===== src/rtl/trap_ctrl_pkg.sv =====
// trap_ctrl_pkg: shared types for the trap controller and the CSR-side interface.
//   exc_cause_t  - mcause exception codes driven into the CSR file
//   trap_state_t - trap controller FSM encoding (2 bits)
package trap_ctrl_pkg;

  typedef enum logic [4:0] {
    EXC_INSTR_MISALIGNED = 5'd0,
    EXC_ILLEGAL_INSTR    = 5'd2,
    EXC_BREAKPOINT       = 5'd3,
    EXC_LOAD_MISALIGNED  = 5'd4,
    EXC_STORE_MISALIGNED = 5'd6,
    EXC_ECALL_M          = 5'd11
  } exc_cause_t;

  typedef enum logic [1:0] {
    IDLE       = 2'd0,
    TRAP_REDIR = 2'd1,
    MRET_REDIR = 2'd2
  } trap_state_t;

  localparam int unsigned CAUSE_W = 5;

endpackage


===== src/rtl/trap_ctrl_if.sv =====
// trap_ctrl_if: trap-handling link between the trap controller and the CSR file.
//   save_pc_id_o      - write ID PC into mepc
//   save_pc_ex_o      - write EX PC into mepc
//   exception_cause_o - mcause code (0 when no save strobe)
//   mret_o            - one-cycle MRET commit pulse
//   mtvec_i           - trap vector from CSR (direct mode)
//   mepc_i            - return address from CSR (next-value form)
// Signalling: every strobe is a single-cycle, fire-and-forget pulse with no
// back-pressure; the CSR file must accept it in the cycle it is asserted.
interface trap_ctrl_if;
  import trap_ctrl_pkg::*;

  logic        save_pc_id_o;
  logic        save_pc_ex_o;
  exc_cause_t  exception_cause_o;
  logic        mret_o;
  logic [31:0] mtvec_i;
  logic [31:0] mepc_i;

  modport master (
    output save_pc_id_o, save_pc_ex_o, exception_cause_o, mret_o,
    input  mtvec_i, mepc_i
  );

  modport slave (
    input  save_pc_id_o, save_pc_ex_o, exception_cause_o, mret_o,
    output mtvec_i, mepc_i
  );
endinterface


===== src/rtl/trap_ctrl_exc_prio_enc.sv =====
// exc_prio_enc: combinational priority encoder for exception requests.
//   req_i   - request vector, bit 0 has the highest priority
//   valid_o - any request present
//   cause_o - cause of the winning request (0 when none)
// CAUSES packs one 5-bit cause per request bit, bit i at [i*5 +: 5].
module exc_prio_enc
  import trap_ctrl_pkg::*;
#(
  parameter int unsigned       N      = 2,
  parameter logic [N*5-1:0]    CAUSES = '0
) (
  input  logic [N-1:0] req_i,
  output logic         valid_o,
  output exc_cause_t   cause_o
);

  // Walk from lowest to highest priority so the last hit wins.
  always_comb begin
    valid_o = 1'b0;
    cause_o = EXC_INSTR_MISALIGNED;
    for (int i = N - 1; i >= 0; i--) begin
      if (req_i[i]) begin
        valid_o = 1'b1;
        cause_o = exc_cause_t'(CAUSES[i*CAUSE_W +: CAUSE_W]);
      end
    end
  end

endmodule


===== src/rtl/trap_ctrl.sv =====
// trap_ctrl: trap/MRET initiator for the CSR file.
//   clk_i, rst_n_i       - clock, asynchronous active-low reset
//   id_*                 - ID-stage exception / MRET requests
//   ex_*                 - EX-stage exception requests and branch target
//   csr                  - CSR link (save strobes, cause, mret, mtvec, mepc)
//   flush_o              - kill IF/ID/EX this cycle
//   pc_set_o/pc_target_o - fetch redirect strobe and address
//   busy_o               - FSM not in IDLE
//   state_o              - FSM state for observation
// A request in cycle N raises save/flush in N, redirects in N+1, and new
// requests are accepted again from N+2.
module trap_ctrl
  import trap_ctrl_pkg::*;
#(
  parameter int ISA_C = 0,
  parameter int ISA_M = 0
) (
  input  logic        clk_i,
  input  logic        rst_n_i,
  input  logic        id_valid_i,
  input  logic        id_stall_i,
  input  logic        id_instr_misaligned_i,
  input  logic        id_illegal_i,
  input  logic        id_ebreak_i,
  input  logic        id_ecall_i,
  input  logic        id_mret_i,
  input  logic        ex_valid_i,
  input  logic        ex_load_misaligned_i,
  input  logic        ex_store_misaligned_i,
  input  logic        ex_branch_taken_i,
  input  logic [31:0] ex_branch_target_i,
  trap_ctrl_if.master csr,
  output logic        flush_o,
  output logic        pc_set_o,
  output logic [31:0] pc_target_o,
  output logic        busy_o,
  output trap_state_t state_o
);

  trap_state_t state_q, state_d;

  logic       id_go;
  logic       br_misaligned;
  logic       ex_trap, id_trap;
  exc_cause_t ex_cause, id_cause;
  logic       unused_bits;

  // Only the alignment bits of the target matter here; ISA_M has no effect.
  assign unused_bits = ^ex_branch_target_i[31:2] ^ (ISA_M != 0);

  assign id_go         = id_valid_i && !id_stall_i;
  assign br_misaligned = ex_branch_taken_i &&
                         ((ISA_C != 0) ? ex_branch_target_i[0]
                                       : (ex_branch_target_i[1:0] != 2'b00));

  exc_prio_enc #(
    .N      (3),
    .CAUSES ({5'd6, 5'd4, 5'd0})
  ) u_ex_enc (
    .req_i   ({ex_store_misaligned_i, ex_load_misaligned_i, br_misaligned} & {3{ex_valid_i}}),
    .valid_o (ex_trap),
    .cause_o (ex_cause)
  );

  exc_prio_enc #(
    .N      (4),
    .CAUSES ({5'd11, 5'd3, 5'd2, 5'd0})
  ) u_id_enc (
    .req_i   ({id_ecall_i, id_ebreak_i, id_illegal_i, id_instr_misaligned_i} & {4{id_go}}),
    .valid_o (id_trap),
    .cause_o (id_cause)
  );

  always_ff @(posedge clk_i or negedge rst_n_i) begin
    if (!rst_n_i) state_q <= IDLE;
    else          state_q <= state_d;
  end

  // Outputs are forced low while reset is held so nothing leaks out of a
  // reset that lands mid-redirect.
  always_comb begin
    state_d               = state_q;
    csr.save_pc_id_o      = 1'b0;
    csr.save_pc_ex_o      = 1'b0;
    csr.exception_cause_o = EXC_INSTR_MISALIGNED;
    csr.mret_o            = 1'b0;
    flush_o               = 1'b0;
    pc_set_o              = 1'b0;
    pc_target_o           = 32'h0;
    if (rst_n_i) begin
      case (state_q)
        IDLE: begin
          // EX is the older instruction, so it beats ID; ID traps beat MRET.
          if (ex_trap) begin
            csr.save_pc_ex_o      = 1'b1;
            csr.exception_cause_o = ex_cause;
            flush_o               = 1'b1;
            state_d               = TRAP_REDIR;
          end else if (id_trap) begin
            csr.save_pc_id_o      = 1'b1;
            csr.exception_cause_o = id_cause;
            flush_o               = 1'b1;
            state_d               = TRAP_REDIR;
          end else if (id_go && id_mret_i) begin
            csr.mret_o = 1'b1;
            flush_o    = 1'b1;
            state_d    = MRET_REDIR;
          end
        end
        TRAP_REDIR: begin
          pc_set_o    = 1'b1;
          pc_target_o = csr.mtvec_i;
          flush_o     = 1'b1;
          state_d     = IDLE;
        end
        MRET_REDIR: begin
          pc_set_o    = 1'b1;
          pc_target_o = csr.mepc_i;
          flush_o     = 1'b1;
          state_d     = IDLE;
        end
        default: state_d = IDLE;
      endcase
    end
  end

  assign busy_o  = rst_n_i && (state_q != IDLE);
  assign state_o = state_q;

endmodule


===== src/flat_wrapper.sv =====
// flat-port wrapper written by rule: the top's interface ports become plain ports
module trap_ctrl_flat import trap_ctrl_pkg::*;
#(
  parameter int ISA_C = 0,
  parameter int ISA_M = 0
)
  (clk_i, rst_n_i, id_valid_i, id_stall_i, id_instr_misaligned_i, id_illegal_i, id_ebreak_i, id_ecall_i, id_mret_i, ex_valid_i, ex_load_misaligned_i, ex_store_misaligned_i, ex_branch_taken_i, ex_branch_target_i, flush_o, pc_set_o, pc_target_o, busy_o, state_o, csr_save_pc_id_o, csr_save_pc_ex_o, csr_exception_cause_o, csr_mret_o, csr_mtvec_i, csr_mepc_i);
  trap_ctrl_if csr_i ();
  input  logic clk_i;
  input  logic rst_n_i;
  input  logic id_valid_i;
  input  logic id_stall_i;
  input  logic id_instr_misaligned_i;
  input  logic id_illegal_i;
  input  logic id_ebreak_i;
  input  logic id_ecall_i;
  input  logic id_mret_i;
  input  logic ex_valid_i;
  input  logic ex_load_misaligned_i;
  input  logic ex_store_misaligned_i;
  input  logic ex_branch_taken_i;
  input  logic [31:0] ex_branch_target_i;
  output logic flush_o;
  output logic pc_set_o;
  output logic [31:0] pc_target_o;
  output logic busy_o;
  output trap_state_t state_o;
  output wire logic [$bits(csr_i.save_pc_id_o)-1:0] csr_save_pc_id_o;
  output wire logic [$bits(csr_i.save_pc_ex_o)-1:0] csr_save_pc_ex_o;
  output wire logic [$bits(csr_i.exception_cause_o)-1:0] csr_exception_cause_o;
  output wire logic [$bits(csr_i.mret_o)-1:0] csr_mret_o;
  input wire logic [$bits(csr_i.mtvec_i)-1:0] csr_mtvec_i;
  input wire logic [$bits(csr_i.mepc_i)-1:0] csr_mepc_i;
  assign csr_save_pc_id_o = csr_i.save_pc_id_o;
  assign csr_save_pc_ex_o = csr_i.save_pc_ex_o;
  assign csr_exception_cause_o = csr_i.exception_cause_o;
  assign csr_mret_o = csr_i.mret_o;
  assign csr_i.mtvec_i = csr_mtvec_i;
  assign csr_i.mepc_i = csr_mepc_i;
  trap_ctrl #(.ISA_C(ISA_C), .ISA_M(ISA_M)) u_core (.clk_i(clk_i), .rst_n_i(rst_n_i), .id_valid_i(id_valid_i), .id_stall_i(id_stall_i), .id_instr_misaligned_i(id_instr_misaligned_i), .id_illegal_i(id_illegal_i), .id_ebreak_i(id_ebreak_i), .id_ecall_i(id_ecall_i), .id_mret_i(id_mret_i), .ex_valid_i(ex_valid_i), .ex_load_misaligned_i(ex_load_misaligned_i), .ex_store_misaligned_i(ex_store_misaligned_i), .ex_branch_taken_i(ex_branch_taken_i), .ex_branch_target_i(ex_branch_target_i), .csr(csr_i), .flush_o(flush_o), .pc_set_o(pc_set_o), .pc_target_o(pc_target_o), .busy_o(busy_o), .state_o(state_o));
endmodule

===== config.mk =====
export PLATFORM = sky130hd
export DESIGN_NAME = trap_ctrl_flat
export DESIGN_NICKNAME = d
export VERILOG_FILES = /design/src/rtl/trap_ctrl_pkg.sv /design/src/rtl/trap_ctrl_if.sv /design/src/rtl/trap_ctrl_exc_prio_enc.sv /design/src/rtl/trap_ctrl.sv /design/src/flat_wrapper.sv
export SDC_FILE = /design/constraint.sdc
export NUM_CORES = 1
export LEC_CHECK = 0
export BUFFER_PORTS_ARGS = -buffer_cell sky130_fd_sc_hd__buf_4
export CORE_ASPECT_RATIO = 0.9
export CORE_MARGIN = 5
export CORE_UTILIZATION = 25
export CTS_CLUSTER_DIAMETER = 50
export DETAILED_ROUTE_END_ITERATION = 8
export GPL_ROUTABILITY_DRIVEN = 0
export MAX_ROUTING_LAYER = met4
export PLACE_DENSITY = 0.89
export SYNTH_ARGS = -nofsm -noshare
export SYNTH_HDL_FRONTEND = slang
export SYNTH_SLANG_ARGS = --single-unit

===== constraint.sdc =====
create_clock -name clk_i -period 1.6 [get_ports clk_i]
set_input_delay 0.24 -clock clk_i [delete_from_list [all_inputs] [get_ports clk_i]]
set_output_delay 0.24 -clock clk_i [all_outputs]
set_load 0.05 [all_outputs]

==> results of run 1 <==
kinds of logic after synthesis:
family | Yosys count
AND/OR/NAND/NOR | 58
flip-flops | 2
buffers and inverters | 14
adder cells (fa/ha/maj) | 4
other | 1
AO/OA/AOI/OAI | 41
metrics by stage:
step | instances | cell area (µm²)
2_1_floorplan | 120 | 1220
3_3_place_gp | 292 | 2240
3_5_place_dp | 292 | 2240
4_1_cts | 299 | 2720
cell usage after synthesis (2+ instances only):
| library cell | number |
|---|---|
| nor3_1 | 4 |
| nand2_1 | 6 |
| nand3_1 | 2 |
| inv_1 | 2 |
| clkbuf_1 | 9 |
| nor2_1 | 36 |
| ha_1 | 4 |
| o211ai_1 | 2 |
| nor4_1 | 2 |
| a22oi_1 | 32 |
| dfrtp_1 | 2 |
| nor2b_1 | 2 |
timing repair:
action	CTS
endpoints found under the setup margin	41
pin swaps	5
hold endpoints to repair	2
setup buffers	2
gates cloned	2
gates resized for setup	91
==> out/metrics.cfg, run 1 <==
[yosys]
synth_top_family_by_area=compound AO/OA/AOI/OAI gates
synth_flop_cell=dfrtp_1
ys_seq_area_share_pct=6.55
synth_cells=120
synth-edff-count=0
syn_nets=233
ys_ff_latch=2
yosys.area.top_type_share_pct=31.4
synth-xor-area-share_pct=0
synth_mux_area_share_pct=0
postSynthAreaPerCell_um2=6.37
synthTopCellsByArea=a22oi_1 (31%), nor2_1 (18%), dfrtp_1 (6.5%)
synth_cell_type_count=29
yosysTopAreaCell=a22oi_1
synth-simple-area-share_pct=36.3
netlist_area_um2=764
synth-compound-area-share_pct=41.7
synth-async-reset-ratio_pct=100
synthAdderAreaFrac_pct=6.55
yosysWarningCount=0

[clocking]
cts_htree_levels=1
cts.path.max_buffers=2
cts_buffers=3
cts-root-buf=clkbuf_4
cts_sinks=2

[floorplanning]
io_pins=154
die_y_um=62.5
start_util_pct=25.5
row_count=19
die_w_um=68.3

[sta]
worstEndpointType=output port
worstEndpointGrtRepair=csr_exception_cause_o[0]

[outcome]
error_line=[ERROR DPL-0038] Utilization greater than 100%, impossible to legalize
stop_stage=global routing
status=stopped before the end

[placement]
place_hpwl_um=4000
pre_cts_slack_ns=-0.0810
numPortBuffers=122

[grt]
grt_max_degree=17

==> inputs of run 2 (changes only) <==
- CORE_AREA: not set -> 5 5 66 68
- CORE_ASPECT_RATIO: 0.9 -> not set
- CORE_MARGIN: 5 -> not set
- CORE_UTILIZATION: 25 -> not set
- CTS_CLUSTER_DIAMETER: 50 -> not set
- DIE_AREA: not set -> 0 0 71 73
- MAX_ROUTING_LAYER: met4 -> not set
- PLACE_DENSITY: 0.89 -> not set
- PLACE_DENSITY_LB_ADDON: not set -> 0.15
==> out/metrics.cfg, run 2 <==
[clocking]
cts_tree=built
clock_latency_ns=0.21
cts_buffers=3  ; unchanged
cts.path.max_buffers=2  ; unchanged
cts-root-buf=clkbuf_8
clk_pin_slew_worst_paths_ns=0.03
cts_sinks=2  ; unchanged
cts_htree_levels=1  ; unchanged

[placement]
numPortBuffers=122  ; unchanged
postPlaceCellArea_um2=2290  ; +2.0%
place_hpwl_um=3500  ; -12%
dp.cells=303  ; +3.8%

[power_and_ir_drop]
vdd_drop_max_mv=1.17
p_leak_uw=0.00119
p_per_area_nw_per_um2=1230

[outcome]
violations=setup timing
status=complete, but fails checks

[detailed_routing]
vias=1552
antenna_left=0
viasPerCell=4.88
wl_per_cell_um=16.3
first_pass_iters=4
drc=0
finalWirelength_um=5190
drtIter0Drc=40

[yosys]
synth-xor-area-share_pct=0  ; unchanged
yosys.area.top_type_share_pct=31.4  ; unchanged
synth_cells=120  ; unchanged
synthTopCellsByArea=a22oi_1 (31%), nor2_1 (18%), dfrtp_1 (6.5%)
synth-edff-count=0  ; unchanged
ys_ff_latch=2  ; unchanged
ys_seq_area_share_pct=6.55  ; unchanged
yosysWarningCount=0  ; unchanged
synth_cell_type_count=29  ; unchanged
postSynthAreaPerCell_um2=6.37  ; unchanged
synth_top_family_by_area=compound AO/OA/AOI/OAI gates
ys_top_cells_by_count=nor2_1 (36), a22oi_1 (32), clkbuf_1 (9), nand2_1 (6)
synth-simple-area-share_pct=36.3  ; unchanged
synth_flop_cell=dfrtp_1
synthAdderAreaFrac_pct=6.55  ; unchanged
synthMostInstantiatedCell=nor2_1
yosysTopAreaCell=a22oi_1
synth-compound-area-share_pct=41.7  ; unchanged
netlist_area_um2=764  ; unchanged
synth-async-reset-ratio_pct=100  ; unchanged
syn_nets=233  ; unchanged
synth_mux_area_share_pct=0  ; unchanged

[critical_path]
r2r_setup_slack_ns=0.26
critPathBufInv=3
worstPathRequired_ns=1.36
crit_slowest_cell=dfrtp_2
r2r_cells=6
crit_chain=inv_4 -> ha_4 -> nand2_8 -> clkbuf_16 -> nor2_4 -> buf_6
cp.depth=6
cp-endpoint=pc_target_o[14]
critPathMaxFanout=7
crit_start=u_core.state_o[0]$_DFFE_PN0P_
r2r-end=u_core.state_o[1]$_DFFE_PN0P_
endpoint_kind=output port
reg2reg_from=u_core.state_o[0]$_DFFE_PN0P_
crit_type=flip-flop to output port
cp-start-kind=flip-flop
slowest_delay_ns=0.42
timing.critical_path.max_delay_family=buffers and inverters
crit_arrival_ns=1.52

[sta]
finalCritPeriodShare_pct=110
clock_skew_ns=0.00400
fmax_mhz=567
setup_slack_ns=-0.163
slew_violations=0
fin_crit_ns=1.76
setup_viol=41
finalSetupTns_ns=-5.46
hold_viol_final=0
rsz0062_at_grt=yes

[cells_and_area]
fin_nets=383
multi_input_area_um2=1200
syn2layout_area_growth_pct=280
layout.cells.non_filler=318
final_common_cell=buf_4
fin_area_um2=2900
fin_util_pct=76.4
seq_area_um2=52.6
largest_reg_flops=2
diodes=0
layout_common_cells=buf_4 (102), buf_6 (34), nor2_4 (33)
fillCellCount=276
drive_gt1_share_pct=92.9

[run]
cap_violations=0

[grt]
grt_pass1_wl_um=7740
antenna_found_initial=0
grt_pass1_vias=1618
overflow=0
grt_usage_pct=18.3
grt_max_degree=14

[floorplanning]
core_um2=3800
die_w_um=71  ; +4.0%
row_count=23  ; +4
io_pins=154  ; unchanged
start_util_pct=20.1  ; -5.4 points
die_area_um2=5180
die_y_um=73  ; +17%

[worst_hold_path]
hold_class=input pin to flip-flop

-- run 2: cell counts after synthesis --
Identical to the previous run, type by type.
-- run 2: logic make-up (layout without fill, tap and decap cells) --
family	after synthesis	count (layout)
other	1	1
AOI/OAI and AO/OA	41	41
and+or+nand+nor	58	58
adders and majority gates	4	4
DFF	2	2
buffers and inverters	14	162
-- run 2: cell type report --
cell class	instances	area share, %
timing repair buffer	156	52.4
multi-input combinational	104	41.5
inverter	3	0.732
tap	50	2.15
clock buffer	3	1.42
sequential	2	1.81
-- run 2: metrics by stage --
| stage | power (µW) | setup slack [ns] | hold WS [ns] |
|---|---|---|---|
| after floorplan | 1930 | -0.323 | -0.0556 |
| after global placement | 2630 | -0.0315 | 0.0879 |
| after detailed placement | 2650 | -0.0457 | 0.0881 |
| after CTS | 3400 | -0.171 | 0.370 |
| after global routing | 3740 | -0.221 | 0.386 |
| final | 3570 | -0.163 | 0.378 |
-- run 2: metal layers --
metal / track usage, % / routed length, µm / up-vias
li1: - / - / 744
met1: 18.8 / 1790 / 731
met2: 37.5 / 3020 / 71
met3: 3.44 / 339 / 6
met4: 4.38 / 42 / 0
met5: 0 / 0 / -
-- run 2: how the worst min path moves through the flow --
stage,startpoint,end,slack (ns),cells after the start
2_1_floorplan,rst_n_i,u_core.state_o[0]$_DFFE_PN0P_,-0.06,0
3_3_place_gp,rst_n_i,u_core.state_o[0]$_DFFE_PN0P_,0.09,1
3_5_place_dp,rst_n_i,u_core.state_o[0]$_DFFE_PN0P_,0.09,1
4_1_cts,rst_n_i,u_core.state_o[0]$_DFFE_PN0P_,0.37,2
5_1_grt,rst_n_i,u_core.state_o[0]$_DFFE_PN0P_,0.39,2
6_report,rst_n_i,u_core.state_o[0]$_DFFE_PN0P_,0.38,2
-- run 2: what timing repair did --
action	4_1_cts	5_1_grt
hold buffers	1	0
gates resized for setup	86	13
pin swaps	18	4
hold endpoints to repair	2	0
gates cloned	2	2
setup endpoints to repair	40	42
buffers inserted	3	4
-- run 2: report_power, final --
part / switching, µW / total [µW] / internal (µW)
logic: 1840 / 3270 / 1430
registers: 31.3 / 101 / 69.8
clock network: 39.8 / 199 / 159
No activity file was read; power rests on OpenSTA's default activity.
